`src/rtl/ftoi_pipe_if.sv`:
```
// Handshake and data bundle for the binary32 -> int32 converter.
// master drives operands and out_ready; slave is the converter.
interface ftoi_pipe_if;
  logic        in_valid;
  logic        in_ready;
  logic [31:0] x;
  logic [1:0]  rm;
  logic        out_valid;
  logic        out_ready;
  logic [31:0] y;
  logic        nv;
  logic        nx;

  modport master (
    output in_valid, x, rm, out_ready,
    input  in_ready, out_valid, y, nv, nx
  );

  modport slave (
    input  in_valid, x, rm, out_ready,
    output in_ready, out_valid, y, nv, nx
  );
endinterface

```
`src/rtl/ftoi_pipe.sv`:
```
// Pipelined IEEE-754 binary32 to signed int32 converter, NSTAGE (1..3) stages.
// Define FTOI_SAT_EN to saturate invalid results by sign instead of returning 0x80000000.
module ftoi_pipe #(
  parameter int NSTAGE = 2
) (
  input logic       clk,
  input logic       rstn,
  ftoi_pipe_if.slave bus
);

  typedef struct packed {
    logic        s;
`ifdef FTOI_SAT_EN
    logic        nan;
`endif
    logic        naninf;
    logic        huge;
    logic [32:0] mag;
    logic        g;
    logic        t;
    logic [1:0]  rm;
  } dec_t;

  typedef struct packed {
    logic [31:0] y;
    logic        nv;
    logic        nx;
  } res_t;

  // Truncated magnitude plus guard/sticky; huge marks shifts that cannot fit 33 bits.
  function automatic dec_t decode(input logic [31:0] f, input logic [1:0] rmode);
    dec_t        d;
    logic [7:0]  e;
    logic [23:0] sig;
    logic [49:0] ext;
    logic [7:0]  sh;
    d      = '0;
    e      = f[30:23];
    sig    = {|e, f[22:0]};
    d.s    = f[31];
    d.rm   = rmode;
    d.naninf = (e == 8'hFF);
`ifdef FTOI_SAT_EN
    d.nan  = (e == 8'hFF) && (f[22:0] != 23'd0);
`endif
    if (e >= 8'd150) begin
      sh = e - 8'd150;
      if (sh >= 8'd9)
        d.huge = 1'b1;
      else
        d.mag = {9'd0, sig} << sh;
    end else begin
      sh = 8'd150 - e;
      if (sh > 8'd26)
        sh = 8'd26;
      ext   = {sig, 26'd0} >> sh;
      d.mag = {9'd0, ext[49:26]};
      d.g   = ext[25];
      d.t   = |ext[24:0];
    end
    return d;
  endfunction

  function automatic res_t round_res(input dec_t d);
    res_t        r;
    logic        inc;
    logic [32:0] rmag;
    logic        inv;
    case (d.rm)
      2'b00:   inc = d.g & (d.t | d.mag[0]);
      2'b01:   inc = 1'b0;
      2'b10:   inc = d.s & (d.g | d.t);
      default: inc = ~d.s & (d.g | d.t);
    endcase
    rmag = d.mag + {32'd0, inc};
    inv  = d.naninf | d.huge |
           (d.s ? (rmag > 33'h0_8000_0000) : (rmag > 33'h0_7FFF_FFFF));
    r.nv = inv;
    r.nx = ~inv & (d.g | d.t);
    if (!inv)
      r.y = d.s ? (32'd0 - rmag[31:0]) : rmag[31:0];
    else begin
`ifdef FTOI_SAT_EN
      r.y = (d.nan || !d.s) ? 32'h7FFF_FFFF : 32'h8000_0000;
`else
      r.y = 32'h8000_0000;
`endif
    end
    return r;
  endfunction

  logic w_en;
  dec_t w_dec;
  dec_t w_dec_q;
  logic w_v_q;
  res_t w_res;

  // One global enable: the whole pipe freezes while the output is stalled.
  assign w_en         = bus.out_ready | ~bus.out_valid;
  assign bus.in_ready = w_en;
  assign w_dec        = decode(bus.x, bus.rm);

  generate
    if (NSTAGE >= 2) begin : g_s1
      dec_t r_dec;
      logic r_v1;
      always_ff @(posedge clk or negedge rstn) begin
        if (!rstn) begin
          r_dec <= '0;
          r_v1  <= 1'b0;
        end else if (w_en) begin
          r_v1 <= bus.in_valid;
          if (bus.in_valid)
            r_dec <= w_dec;
        end
      end
      assign w_dec_q = r_dec;
      assign w_v_q   = r_v1;
    end else begin : g_s1_bypass
      assign w_dec_q = w_dec;
      assign w_v_q   = bus.in_valid;
    end
  endgenerate

  assign w_res = round_res(w_dec_q);

  res_t r_res;
  logic r_v2;
  always_ff @(posedge clk or negedge rstn) begin
    if (!rstn) begin
      r_res <= '0;
      r_v2  <= 1'b0;
    end else if (w_en) begin
      r_v2 <= w_v_q;
      if (w_v_q)
        r_res <= w_res;
    end
  end

  generate
    if (NSTAGE >= 3) begin : g_s3
      res_t r_out;
      logic r_v3;
      always_ff @(posedge clk or negedge rstn) begin
        if (!rstn) begin
          r_out <= '0;
          r_v3  <= 1'b0;
        end else if (w_en) begin
          r_v3 <= r_v2;
          if (r_v2)
            r_out <= r_res;
        end
      end
      assign bus.out_valid = r_v3;
      assign bus.y         = r_out.y;
      assign bus.nv        = r_out.nv;
      assign bus.nx        = r_out.nx;
    end else begin : g_s3_bypass
      assign bus.out_valid = r_v2;
      assign bus.y         = r_res.y;
      assign bus.nv        = r_res.nv;
      assign bus.nx        = r_res.nx;
    end
  endgenerate

endmodule

```
`src/flat_wrapper.sv`:
```
// flat-port wrapper written by rule: the top's interface ports become plain ports
module ftoi_pipe_flat 
#(
  parameter int NSTAGE = 2
)
  (clk, rstn, bus_in_valid, bus_x, bus_rm, bus_out_ready, bus_in_ready, bus_out_valid, bus_y, bus_nv, bus_nx);
  ftoi_pipe_if bus_i ();
  input logic clk;
  input logic rstn;
  input wire logic [$bits(bus_i.in_valid)-1:0] bus_in_valid;
  input wire logic [$bits(bus_i.x)-1:0] bus_x;
  input wire logic [$bits(bus_i.rm)-1:0] bus_rm;
  input wire logic [$bits(bus_i.out_ready)-1:0] bus_out_ready;
  output wire logic [$bits(bus_i.in_ready)-1:0] bus_in_ready;
  output wire logic [$bits(bus_i.out_valid)-1:0] bus_out_valid;
  output wire logic [$bits(bus_i.y)-1:0] bus_y;
  output wire logic [$bits(bus_i.nv)-1:0] bus_nv;
  output wire logic [$bits(bus_i.nx)-1:0] bus_nx;
  assign bus_i.in_valid = bus_in_valid;
  assign bus_i.x = bus_x;
  assign bus_i.rm = bus_rm;
  assign bus_i.out_ready = bus_out_ready;
  assign bus_in_ready = bus_i.in_ready;
  assign bus_out_valid = bus_i.out_valid;
  assign bus_y = bus_i.y;
  assign bus_nv = bus_i.nv;
  assign bus_nx = bus_i.nx;
  ftoi_pipe #(.NSTAGE(NSTAGE)) u_core (.clk(clk), .rstn(rstn), .bus(bus_i));
endmodule
```
`config.mk`:
```
export PLATFORM = sky130hd
export DESIGN_NAME = ftoi_pipe_flat
export DESIGN_NICKNAME = d
export VERILOG_FILES = /design/src/rtl/ftoi_pipe_if.sv /design/src/rtl/ftoi_pipe.sv /design/src/flat_wrapper.sv
export SDC_FILE = /design/constraint.sdc
export NUM_CORES = 1
export LEC_CHECK = 0
export CORE_MARGIN = 2
export CORE_UTILIZATION = 60
export CTS_CLUSTER_DIAMETER = 40
export DETAILED_ROUTE_END_ITERATION = 8
export GPL_TIMING_DRIVEN = 1
export PLACE_DENSITY = 0.83
export SYNTH_ARGS = -nofsm -noshare
export SYNTH_HDL_FRONTEND = slang
export SYNTH_SLANG_ARGS = --single-unit
```
`constraint.sdc`:
```
create_clock -name clk -period 11.9 [get_ports clk]
set_clock_uncertainty 0.05 [all_clocks]
set_input_delay 2.38 -clock clk [delete_from_list [all_inputs] [get_ports clk]]
set_output_delay 2.38 -clock clk [all_outputs]
set_load 0.01 [all_outputs]
```
### After elaboration in Yosys (flattened, before gate mapping)

Index checks and enable logic that the tools add are counted.

| operators by class | value |
|---|---|
| magnitude comparators | 5 |
| eq/ne operators | 3 |
| shifts and indexed selects | 2 |
| reductions and logical operators | 5 |
| multiplexer cells | 11 |
| $add $sub $neg | 4 |
| bitwise operators | 12 |

Operator list:

| kind | number |
|---|---|
| two-way mux 33 bit | 2 |
| two-way mux 32 bit | 2 |
| right shift 50 x 8 -> 50 bit | 1 |
| adder 33 x 1 -> 33 bit | 1 |
| greater-than comparator 33 x 31 -> 1 bit (second input constant) | 1 |
| greater-than comparator 33 x 32 -> 1 bit (second input constant) | 1 |
| left shift 24 x 8 -> 33 bit | 1 |
| subtractor 1 x 32 -> 32 bit (first input constant) | 1 |
| OR reduction 25 bit | 1 |
| two-way mux 8 bit | 2 |
| == test 8 bit (second input constant) | 1 |
| greater-or-equal comparator 8 x 4 -> 1 bit (second input constant) | 1 |
| greater-or-equal comparator 8 bit (second input constant) | 1 |
| greater-than comparator 8 x 5 -> 1 bit (second input constant) | 1 |
| OR reduction 8 bit | 1 |
| subtractor 8 bit (first input constant) | 1 |
| subtractor 8 bit (second input constant) | 1 |
| bitwise OR 1 bit | 5 |
| bitwise AND 1 bit | 4 |
| AND reduction 2 bit | 2 |
| two-way mux 1 bit | 3 |
| NOT 1 bit | 3 |
| case mux 1 bit (3 select lines) | 1 |
| == test 2 x 1 -> 1 bit (second input constant) | 1 |
| 3 further kinds | 3 |

| storage, ports and cells | value |
|---|---|
| output and inout port bits | 36 |
| word-level logic and storage cells | 54 |
| register bits after elaboration | 76 |

### Logic depth before layout (Yosys ltp)

| depth | value |
|---|---|
| word-level depth | 9 |
| depth in mapped cells | 19 |
| gate-level depth less buffers | 17 |

### Least setup slack after synthesis

No wires, ideal clock.

| timing path | value |
|---|---|
| path type | in2reg |
| start | input port bus_x[23] |
| end | register u_core.g_s1.r_dec[2] (netlist bit) |
| required time | 11.724 ns |
| library setup time | 0.126 ns |
| stages | 14 |
| data arrival time | 5.494 ns |
| path slack | 6.229 ns |
| path through | buf_4 > inv_1 > clkbuf_1 > buf_1 > ha_1 > o21ai_0 > o211a_2 > nor4_4 > mux2_2 > nor4_2 > o221ai_2 > nor4_1 > and4bb_1 > o21ai_1 |

| between the ends | value |
|---|---|
| cells in the longest elaborated chain, start to end | 7 |
| elaborated cells between the ends (all ways) | 9 |

Ends and longest elaborated chain:

| what | RTL line | text |
|---|---|---|
| start, declared | flat_wrapper.sv:11 | `input wire logic [$bits(bus_i.x)-1:0] bus_x;` |
| subtractor 8 bit | ftoi_pipe.sv:53 | `sh = 8'd150 - e;` |
| greater-than comparator 8 x 5 -> 1 bit | ftoi_pipe.sv:54 | `if (sh > 8'd26)` |
| two-way mux 8 bit | ftoi_pipe.sv:54 |  |
| two-way mux 8 bit | ftoi_pipe.sv:46 | `if (e >= 8'd150) begin` |
| right shift 50 x 8 -> 50 bit | ftoi_pipe.sv:56 | `ext = {sig, 26'd0} >> sh;` |
| OR reduction 25 bit | ftoi_pipe.sv:59 | `d.t = \|ext[24:0];` |
| two-way mux 2 bit * | ftoi_pipe.sv:46 |  |
| end signal, assigned | ftoi_pipe.sv:114 | `r_dec <= w_dec;` |
| end, declared | ftoi_pipe.sv:105 | `dec_t r_dec;` |

Mark *: on every way between the ends. The rest lies on a longest branch, timed or not. The select of a mux whose other input is x is not followed.
A chain may end at the register's enable or synchronous reset.

### Worst setup path after layout

| timing path | value |
|---|---|
| start | input port bus_x[24] |
| end | register u_core.g_s1.r_dec[2] (netlist bit) |

Same word-level chain as after synthesis.

==> impl_metrics.json <==
{
  "cts_made_buffers": 9,
  "syn_nets": 1175,
  "synthCells": 1127,
  "finalMaxSlewViolations": 0,
  "timing.rr.end": "u_core.bus.y[11]$_DFFE_PN0P_",
  "first_pass_iters": 5,
  "ys.warnings.count": 0,
  "regArea_mm2": 0.00190,
  "layout.cells.non_filler": 1320,
  "peakVddDrop_v": 0.0000600,
  "ys_seq_area_frac": 0.227,
  "synth_top_cell_area_share": 0.227,
  "cts_setup_buffers": 0,
  "worst-setup-path-type": "primary input to flop",
  "nets": 1183,
  "cts.repair.resized": 0,
  "grt.total_usage": 0.396,
  "fillers": 1150,
  "p_per_area_mw_per_mm2": 125,
  "drtIter0Drc": 1038,
  "portBuffers": 73,
  "grt_pass1_vias": 8445,
  "synth_common_cells": "nand2_1 (136), nor2_1 (106), o21ai_0 (98)",
  "ys_types": 93,
  "routed_wl_um": 29200,
  "syn_area_per_cell_um2": 7.42,
  "synth_area_leaders": "dfrtp_1 (23%), nand2_1 (6.1%), o21ai_0 (5.9%), xnor2_1 (5.0%), nor2_1 (4.8%)",
  "rsz0062_at_grt": "no",
  "hp-class": "flop to flop",
  "synth-async-reset-ratio": 1.00,
  "synth_seq_cells": 76,
  "tns_ns": 0,
  "rr_startpoint": "u_core.g_s1.r_dec[39]$_DFFE_PN0P_",
  "wl_per_cell_um": 22.1,
  "yosysTopAreaCell": "dfrtp_1",
  "fin_crit_sh": 0.572,
  "dp_hpwl_um": 21800,
  "finalHoldViolCount": 0,
  "leakage_uw": 0.00359,
  "max_freq_mhz": 147,
  "drive_above_1_share": 0.0772,
  "grt_overflow": 0,
  "period_minus_slack_ns": 6.81,
  "placeableCoreArea_mm2": 0.0138,
  "cts_num_sinks": 76,
  "layout-area-overhead-vs-synth_pct": 11.8,
  "die_w_um": 122,
  "min-delay-start": "u_core.bus.y[8]$_DFFE_PN0P_",
  "relSlewSlack": 0.205,
  "rr_worst_depth": 15,
  "worstPathRequired_ns": 12.07,
  "synth_edf_count": 0,
  "row_count": 43,
  "dieArea_mm2": 0.0149,
  "critPathMaxFanout": 50,
  "antenna_left": 0,
  "antenna_found_initial": 0,
  "r2r_slack_ns": 6.76,
  "path_clk_slew_ns": 0.06,
  "yosysMostFrequentCell": "nand2_1",
  "outcome": "finished, final reports clean",
  "root_buffer": "clkbuf_16",
  "antennaDiodeCount": 0,
  "clk_path_buf_depth": 2,
  "viasPerCell": 6.91,
  "hold_depth": 1,
  "place.gp.congestion": 1.11,
  "grt_max_degree": 81,
  "hold_buffers": 0,
  "multi_input_area_mm2": 0.00597,
  "initial_core_util": 0.607,
  "syn_area_mm2": 0.00836,
  "cts_tree": "built",
  "num_vias": 9126,
  "endpoint_kind": "flop",
  "hold-path-endpoint": "u_core.bus.y[8]$_DFFE_PN0P_",
  "htree_levels": 3,
  "arrival_ns": 6.98,
  "setup_viol": 0,
  "worst_pin_slew_ns": 1.19,
  "io_pins": 74,
  "die_height_um": 122,
  "clk_latency_ns": 0.34,
  "worst_setup_path_start_kind": "primary input",
  "drv_cap": 0,
  "grt_pass1_wl_um": 46300,
  "dp_cells": 1304,
  "drc": 0,
  "ys.flop_type": "dfrtp_1"
}
==> cells in the final DEF, fill, tap and decap left out, types with 8 or more instances in the layout <==
cell type and n:
o21ai_1 9, nand2b_1 13, a22o_1 32, inv_1 24
a211oi_1 21, xor2_1 26, mux2_2 8, o211ai_1 20
a31oi_1 11, mux2i_1 25, nand4_1 21, clkbuf_16 9
and3_1 14, ha_1 10, nand2_1 136, o21a_1 17
nor3_1 46, o31ai_1 13, nor2_1 106, a21o_1 8
buf_4 16, clkdlybuf4s50_1 71, a21oi_1 66, dfrtp_1 76
o21ai_0 98, nand3_1 34, xnor2_1 47
==> worst max-delay path by stage <==
stage	startpoint	to	slack, ns	cells after the start
2_1_floorplan	bus_x[23]	u_core.g_s1.r_dec[2]$_DFFE_PN0P_	6.23	14
3_5_place_dp	bus_x[24]	u_core.g_s1.r_dec[2]$_DFFE_PN0P_	4.86	15
5_1_grt	bus_x[24]	u_core.g_s1.r_dec[2]$_DFFE_PN0P_	4.73	15
3_3_place_gp	bus_x[24]	u_core.g_s1.r_dec[2]$_DFFE_PN0P_	4.97	15
6_report	bus_x[24]	u_core.g_s1.r_dec[2]$_DFFE_PN0P_	5.09	15
4_1_cts	bus_x[24]	u_core.g_s1.r_dec[2]$_DFFE_PN0P_	5.20	15
==> registers in the layout, summed over array words and instances (netlist names) <==
| register | flops |
|---|---|
| u_core.bus.nv | 1 |
| u_core.bus.nx | 1 |
| u_core.g_s1.r_dec | 40 |
| u_core.g_s1.r_v1 | 1 |
| u_core.bus.y | 32 |
| u_core.bus.out_valid | 1 |
==> critical path, stage by stage <==
cell             delay, ns
clkdlybuf4s50_1       0.45
buf_4                 0.38
inv_1                 0.35
ha_1                  0.38
buf_4                 0.42
o21ai_0               0.16
o211a_2               0.20
nor4_4                0.13
buf_4                 0.41
mux2_2                0.41
nor4_2                0.55
o221ai_2              0.17
nor4_1                0.25
and4bb_1              0.22
o21ai_1               0.05
==> routing by layer <==
| metal | wire length (um) | share of wire | up-vias | global-route usage |
|---|---|---|---|---|
| li1 | - | - | 4163 | - |
| met1 | 11300 | 0.39 | 4253 | 0.491 |
| met2 | 13700 | 0.47 | 568 | 0.662 |
| met3 | 2130 | 0.073 | 142 | 0.0473 |
| met4 | 2000 | 0.069 | 0 | 0.234 |
| met5 | 0 | 0 | - | 0 |
==> power by group <==
part	switching (uW)	total (uW)	internal, uW
combinational	290	511	221
sequential	47.6	358	311
clock	108	297	189
==> cell type report <==
type	instances	share of cell area
multi-input cells	935	0.638
flip-flops and latches	76	0.203
repair buffers	88	0.0894
clock buffers	10	0.0255
well taps	180	0.0241
inverters	25	0.0100
clock inverters	6	0.00923
==> metrics by stage <==
stage	utilization	instance area, um^2	hold WS [ns]	total power (uW)	worst slack [ns]
final	0.679	9350	0.450	1170	5.09
after global routing	0.679	9350	0.466	1230	4.73
after CTS	0.679	9350	0.458	1160	5.20
after detailed placement	0.656	9030	0.441	860	4.86
after global placement	0.656	9030	0.420	846	4.97
after floorplan	-	8360	0.399	668	6.23
==> cell families after synthesis <==
kind of cell             synth area share
AND/OR/NAND/NOR                     0.263
XOR/XNOR                           0.0835
buffers and inverters              0.0622
AO/OA/AOI/OAI                       0.308
multiplexers                       0.0407
adder cells (fa/ha/maj)            0.0150
flip-flops                          0.227
No activity file was read; power rests on OpenSTA's default activity.
